==> src/rtl/fp_mul_pipe.sv <==
// Pipelined floating-point multiplier with round-to-nearest-even, special-value handling,
// overflow/underflow/invalid flags and a valid/ready handshake with full backpressure.
module fp_mul_pipe #(
  parameter int EXP_W = 8,
  parameter int MAN_W = 23
) (
  input  logic                 clk,
  input  logic                 rst,
  input  logic                 in_valid,
  output logic                 in_ready,
  input  logic [EXP_W+MAN_W:0] a,
  input  logic [EXP_W+MAN_W:0] b,
  output logic                 out_valid,
  input  logic                 out_ready,
  output logic [EXP_W+MAN_W:0] result,
  output logic                 overflow,
  output logic                 underflow,
  output logic                 invalid
);

  localparam int W  = 1 + EXP_W + MAN_W;
  localparam int SW = MAN_W + 1;
  localparam int PW = 2 * SW;
  localparam int XW = EXP_W + 2;
  localparam logic signed [XW-1:0] BIAS     = XW'((1 << (EXP_W - 1)) - 1);
  localparam logic signed [XW-1:0] EXP_ALL1 = XW'((1 << EXP_W) - 1);
  localparam logic signed [XW-1:0] EXP_ZERO = '0;
  localparam logic [W-1:0]         QNAN     = {1'b0, {EXP_W{1'b1}}, 1'b1, {(MAN_W-1){1'b0}}};

  // Returns {nan, inf, zero}; denormals count as zero.
  function automatic logic [2:0] classify(input logic [W-1:0] x);
    logic [EXP_W-1:0] e;
    logic [MAN_W-1:0] f;
    e = x[W-2 -: EXP_W];
    f = x[MAN_W-1:0];
    classify = {(&e) && (|f), (&e) && !(|f), e == '0};
  endfunction

  function automatic logic [SW:0] round_rne(input logic [SW-1:0] sig, input logic guard,
                                            input logic sticky);
    round_rne = {1'b0, sig} + (SW+1)'(guard && (sticky || sig[0]));
  endfunction

  // Returns {overflow, underflow, invalid, result}.
  function automatic logic [W+2:0] pack_result(input logic sign, input logic nan,
                                               input logic inf, input logic zero,
                                               input logic signed [XW-1:0] exp,
                                               input logic [MAN_W-1:0] frac);
    if (nan || (inf && zero))
      pack_result = {3'b001, QNAN};
    else if (inf)
      pack_result = {3'b000, sign, {EXP_W{1'b1}}, {MAN_W{1'b0}}};
    else if (zero)
      pack_result = {3'b000, sign, {(W-1){1'b0}}};
    else if (exp >= EXP_ALL1)
      pack_result = {3'b100, sign, {EXP_W{1'b1}}, {MAN_W{1'b0}}};
    else if (exp <= EXP_ZERO)
      pack_result = {3'b010, sign, {(W-1){1'b0}}};
    else
      pack_result = {3'b000, sign, exp[EXP_W-1:0], frac};
  endfunction

  logic en;
  logic vld_p0, vld_p1, vld_p2, vld_p3;

  logic [W-1:0] a_p0, b_p0;

  logic                 sign_p1, nan_p1, inf_p1, zero_p1;
  logic [PW-1:0]        prod_p1;
  logic signed [XW-1:0] exp_p1;

  logic                 sign_p2, nan_p2, inf_p2, zero_p2;
  logic [MAN_W-1:0]     frac_p2;
  logic signed [XW-1:0] exp_p2;

  logic [W+2:0] pack_p3;

  assign en        = !vld_p3 || out_ready;
  assign in_ready  = en;
  assign out_valid = vld_p3;
  assign {overflow, underflow, invalid, result} = pack_p3;

  // Stage 1: unpack, classify, multiply significands, sum exponents
  logic [2:0]           cls_a, cls_b;
  logic [SW-1:0]        sig_a, sig_b;
  logic signed [XW-1:0] ea_x, eb_x;

  assign cls_a = classify(a_p0);
  assign cls_b = classify(b_p0);
  assign sig_a = {1'b1, a_p0[MAN_W-1:0]};
  assign sig_b = {1'b1, b_p0[MAN_W-1:0]};
  assign ea_x  = {2'b00, a_p0[W-2 -: EXP_W]};
  assign eb_x  = {2'b00, b_p0[W-2 -: EXP_W]};

  // Stage 2: normalise, round to nearest even, renormalise on carry-out
  logic [PW-1:0]        norm;
  logic [SW-1:0]        sig_n;
  logic                 guard, sticky;
  logic [SW:0]          rounded;
  logic [MAN_W-1:0]     frac_n;
  logic signed [XW-1:0] exp_n;

  assign norm    = prod_p1[PW-1] ? prod_p1 : {prod_p1[PW-2:0], 1'b0};
  assign sig_n   = norm[PW-1 -: SW];
  assign guard   = norm[PW-1-SW];
  assign sticky  = |norm[PW-2-SW:0];
  assign rounded = round_rne(sig_n, guard, sticky);
  assign frac_n  = rounded[SW] ? rounded[MAN_W:1] : rounded[MAN_W-1:0];
  assign exp_n   = exp_p1 + $signed(XW'(prod_p1[PW-1])) + $signed(XW'(rounded[SW]));

  always_ff @(posedge clk) begin
    if (rst) begin
      vld_p0 <= 1'b0;
      vld_p1 <= 1'b0;
      vld_p2 <= 1'b0;
      vld_p3 <= 1'b0;
    end else if (en) begin
      vld_p0 <= in_valid;
      vld_p1 <= vld_p0;
      vld_p2 <= vld_p1;
      vld_p3 <= vld_p2;
    end
  end

  always_ff @(posedge clk) begin
    if (en) begin
      a_p0    <= a;
      b_p0    <= b;
      sign_p1 <= a_p0[W-1] ^ b_p0[W-1];
      nan_p1  <= cls_a[2] | cls_b[2];
      inf_p1  <= cls_a[1] | cls_b[1];
      zero_p1 <= cls_a[0] | cls_b[0];
      prod_p1 <= sig_a * sig_b;
      exp_p1  <= ea_x + eb_x - BIAS;
      sign_p2 <= sign_p1;
      nan_p2  <= nan_p1;
      inf_p2  <= inf_p1;
      zero_p2 <= zero_p1;
      frac_p2 <= frac_n;
      exp_p2  <= exp_n;
    end
  end

  // Stage 3: special-value priority, exponent limits and pack
  always_ff @(posedge clk) begin
    if (rst)
      pack_p3 <= '0;
    else if (en)
      pack_p3 <= pack_result(sign_p2, nan_p2, inf_p2, zero_p2, exp_p2, frac_p2);
  end

endmodule

==> config.mk <==
export PLATFORM = sky130hd
export DESIGN_NAME = fp_mul_pipe
export DESIGN_NICKNAME = d
export VERILOG_FILES = /design/src/rtl/fp_mul_pipe.sv
export SDC_FILE = /design/constraint.sdc
export NUM_CORES = 2
export LEC_CHECK = 0
export ABC_AREA = 1
export CAP_MARGIN = 25
export CORE_MARGIN = 2
export CORE_UTILIZATION = 55
export CTS_CLUSTER_SIZE = 12
export DETAILED_ROUTE_END_ITERATION = 10
export PLACE_DENSITY = 0.73
export SETUP_SLACK_MARGIN = 0.15
export SKIP_LAST_GASP = 1
export SLEW_MARGIN = 20
export SYNTH_ARGS = -nofsm -noshare
export SYNTH_HDL_FRONTEND = slang
export SYNTH_SLANG_ARGS = --single-unit
==> constraint.sdc <==
create_clock -name clk -period 8.6 [get_ports clk]
set_input_delay 0.86 -clock clk [delete_from_list [all_inputs] [get_ports clk]]
set_output_delay 0.86 -clock clk [all_outputs]
set_load 0.03 [all_outputs]
==> impl_metrics.json <==
{
  "synth_flop_cell": "sky130_fd_sc_hd__edfxtp_1",
  "drt_drc_violations_left": 0,
  "timing.final.setup_violations": 0,
  "syn_area_sq_mm": 0.0289,
  "whs_path_depth": 0,
  "cts_hold_buffers": 0,
  "fp.dieArea_sq_mm": 0.0544,
  "endpoint_kind": "flop",
  "finalHoldViolations": 0,
  "cts-buffers-inserted": 24,
  "critPathMaxFanout": 25,
  "timing_worst_setup_path_type": "flop to flop",
  "postSynthCellCount": 3585,
  "ys_seq_elements": 202,
  "io_buffer_count": 104,
  "grt_first_pass_wirelength_um": 117000,
  "origin_of_the_critical_flop_to_flop_path": "b_p0[5]",
  "worst-r2r-setup-slack_ns": 1.79,
  "post-route-period-util_pct": 79.2,
  "fp.dieH_um": 233,
  "synth_seq_area_share_pct": 19.6,
  "grt_antenna_before_repair": 0,
  "initial_utilization_pct": 55.3,
  "cts.sink_count": 202,
  "diodes": 0,
  "worstSkewPairLatency_ns": 0.60,
  "first_global_vias": 22400,
  "post_drt_wl_per_cell_um": 16.3,
  "synth_nets": 4327,
  "final.setup_skew_ns": 0.0519,
  "floorplan.core_area_sq_mm": 0.0522,
  "worst_setup_path_start_kind": "flop",
  "grt_start_max_net_pins": 72,
  "yosys-top-cells-count": "sky130_fd_sc_hd__inv_1 (1,082), sky130_fd_sc_hd__nand2_1 (995), sky130_fd_sc_hd__fa_1 (484)",
  "hold_path.startpoint": "nan_p1",
  "postcts_setup_bufs": 0,
  "yosys.area.top_type_share_pct": 33.5,
  "slew_viol_final": 0,
  "path_clk_slew_ns": 0.07,
  "layout-area-overhead-vs-synth_pct": 8.76,
  "gpl.final_weighted_congestion": 0.957,
  "worstHoldEndpoint": "nan_p2",
  "core.rowCount": 84,
  "number_of_warning_messages_in_the_yosys_log": 0,
  "r2r_cells": 25,
  "fillCellCount": 4697,
  "synth_largest_area_cell": "sky130_fd_sc_hd__fa_1",
  "max_freq_ghz": 0.147,
  "routed_wl_um": 70900,
  "hp-class": "flop to flop",
  "outcome": "finished, final reports clean",
  "first_iter_violations": 1554,
  "tritoncts_clock_tree": "yes",
  "final_period_minus_worst_setup_slack_ns": 6.81,
  "async_flop_share_pct": 0,
  "drt_pass_1_iters": 6,
  "dpl.hpwl_um": 56700,
  "post-synth-top-count-cell": "sky130_fd_sc_hd__inv_1",
  "cts-htree-levels": 1,
  "boundaryPins": 105,
  "final_antenna_net_count": 0,
  "synth.top_cells.by_area": "sky130_fd_sc_hd__fa_1 (34%), sky130_fd_sc_hd__edfxtp_1 (17%), sky130_fd_sc_hd__inv_1 (14%)",
  "critical_path.reg2reg.endpoint": "prod_p1[38]",
  "grtUsageTotal_pct": 27.5,
  "vias_per_cell": 5.00,
  "finish.net_count": 4382,
  "worstPathRequired_ns": 8.90,
  "cts-root-buf": "sky130_fd_sc_hd__clkbuf_16",
  "synthDistinctLibCells": 42,
  "max_cap_viol_count": 0,
  "clockBufferDepth": 3,
  "grt-ovfl-total": 0,
  "setup_total_negative_slack_ns": 0,
  "vias": 21700,
  "grt_setup_unrepaired": "no",
  "worst_slew_pin_slew_ns": 1.09,
  "cts_resized": 0,
  "final_layout_size_suffix_gt1_share_pct": 3.88,
  "mean_cell_area_of_the_mapped_netlist_sq_um": 8.06,
  "synth_enable_flop_cells": 163,
  "slew_headroom_pct": 27.2,
  "worstPathArrival_ns": 7.12,
  "die_width_um": 233
}
-- area by class of cell --
| type | count | area (sq um) | area share (%) |
|---|---|---|---|
| Clock buffer | 33 | 666 | 2.12 |
| Clock inverter | 10 | 76.3 | 0.243 |
| Inverter | 1084 | 4080 | 13.0 |
| Multi-Input combinational cell | 2178 | 18700 | 59.3 |
| Sequential cell | 202 | 5680 | 18.1 |
| Tap cell | 688 | 861 | 2.74 |
| Timing Repair Buffer | 150 | 1430 | 4.54 |
-- worst max-delay path: stages, from the launching register on --
cell	delay, ns
sky130_fd_sc_hd__edfxtp_1	1.05
sky130_fd_sc_hd__nand2_1	0.16
sky130_fd_sc_hd__fa_1	0.52
sky130_fd_sc_hd__inv_1	0.05
sky130_fd_sc_hd__fa_1	0.47
sky130_fd_sc_hd__inv_1	0.06
sky130_fd_sc_hd__fa_1	0.52
sky130_fd_sc_hd__inv_1	0.05
sky130_fd_sc_hd__fa_1	0.49
sky130_fd_sc_hd__inv_1	0.05
sky130_fd_sc_hd__fa_1	0.55
sky130_fd_sc_hd__inv_1	0.05
sky130_fd_sc_hd__fa_1	0.47
sky130_fd_sc_hd__inv_1	0.05
sky130_fd_sc_hd__fa_1	0.47
sky130_fd_sc_hd__inv_1	0.04
sky130_fd_sc_hd__ha_1	0.33
sky130_fd_sc_hd__nand2_1	0.11
sky130_fd_sc_hd__nor2_1	0.31
sky130_fd_sc_hd__nand2_1	0.16
sky130_fd_sc_hd__inv_1	0.08
sky130_fd_sc_hd__nand2_1	0.05
sky130_fd_sc_hd__nand2_1	0.16
sky130_fd_sc_hd__nand2_1	0.12
sky130_fd_sc_hd__nand3_1	0.09
sky130_fd_sc_hd__nand2_1	0.05
-- routing by layer --
| metal | wire length (um) | part of all wire (%) | GRT usage, % |
|---|---|---|---|
| met5 | 0 | 0 | 0 |
| met4 | 2300 | 3.2 | 8.60 |
| met3 | 4970 | 7.0 | 4.25 |
| met2 | 34300 | 48 | 46.6 |
| met1 | 29300 | 41 | 36.3 |
-- per-stage QoR --
stage / hold WS, ns / worst slack (ns) / area [sq um] / utilization [%] / instances
2_1_floorplan: 0.400 / 1.88 / 28900 / - / 3585
3_3_place_gp: 0.404 / 1.86 / 30600 / 58.6 / 4295
3_5_place_dp: 0.408 / 1.86 / 30600 / 58.6 / 4297
4_1_cts: 0.426 / 1.82 / 31400 / 60.1 / 4340
5_1_grt: 0.441 / 1.38 / 31400 / 60.2 / 4345
6_report: 0.426 / 1.79 / 31400 / 60.2 / 4345
-- worst max-delay path by stage --
stage                    from          end  slack, ns  depth (start not counted)
finish                b_p0[5]  prod_p1[38]       1.79                         25
global route          b_p0[1]  prod_p1[39]       1.38                         23
CTS                   b_p0[1]  prod_p1[38]       1.82                         25
detailed placement    b_p0[1]  prod_p1[22]       1.86                         23
global placement      b_p0[1]  prod_p1[22]       1.86                         23
floorplan           out_ready     in_ready       1.88                          3
-- flip-flops by register name, summed over array words and instances, names as in the netlist --
register   flops
prod_p1       48
pack_p3       35
a_p0          32
b_p0          32
frac_p2       23
exp_p1        10
exp_p2        10
inf_p1         1
inf_p2         1
nan_p1         1
nan_p2         1
out_valid      1
sign_p1        1
sign_p2        1
vld_p0         1
vld_p1         1
vld_p2         1
zero_p1        1
zero_p2        1
-- cell families after synthesis --
logic type,after synthesis,share of synthesized area [%]
AND/OR/NAND/NOR,1320,18.6
flip-flops,202,19.6
adder cells (fa/ha/maj),674,41.7
AO/OA/AOI/OAI,135,2.66
XOR/XNOR,49,1.51
buffers and inverters,1205,15.9
-- cell usage in the layout, fill, tap and decap left out, types with 6 or more instances in the layout --
cell,instances
sky130_fd_sc_hd__fa_1,484
sky130_fd_sc_hd__xnor2_1,13
sky130_fd_sc_hd__buf_4,39
sky130_fd_sc_hd__o21ai_2,13
sky130_fd_sc_hd__nor2_2,8
sky130_fd_sc_hd__ha_1,190
sky130_fd_sc_hd__or2_2,7
sky130_fd_sc_hd__xor2_1,35
sky130_fd_sc_hd__nand3_1,57
sky130_fd_sc_hd__o21ai_0,28
sky130_fd_sc_hd__nor4_1,13
sky130_fd_sc_hd__o21ai_1,6
sky130_fd_sc_hd__clkbuf_16,25
sky130_fd_sc_hd__dfxtp_1,39
sky130_fd_sc_hd__o21bai_1,8
sky130_fd_sc_hd__edfxtp_1,163
sky130_fd_sc_hd__nor2_1,149
sky130_fd_sc_hd__clkbuf_1,7
sky130_fd_sc_hd__nand2_1,995
sky130_fd_sc_hd__inv_1,1081
sky130_fd_sc_hd__nand2_2,14
sky130_fd_sc_hd__a21oi_1,72
sky130_fd_sc_hd__nand3_2,8
sky130_fd_sc_hd__clkdlybuf4s50_1,104
sky130_fd_sc_hd__nor3_1,11
sky130_fd_sc_hd__nand4_1,44
Power is not shown: default switching activity piles up to over one toggle a cycle in this logic, so the estimate is an artifact.
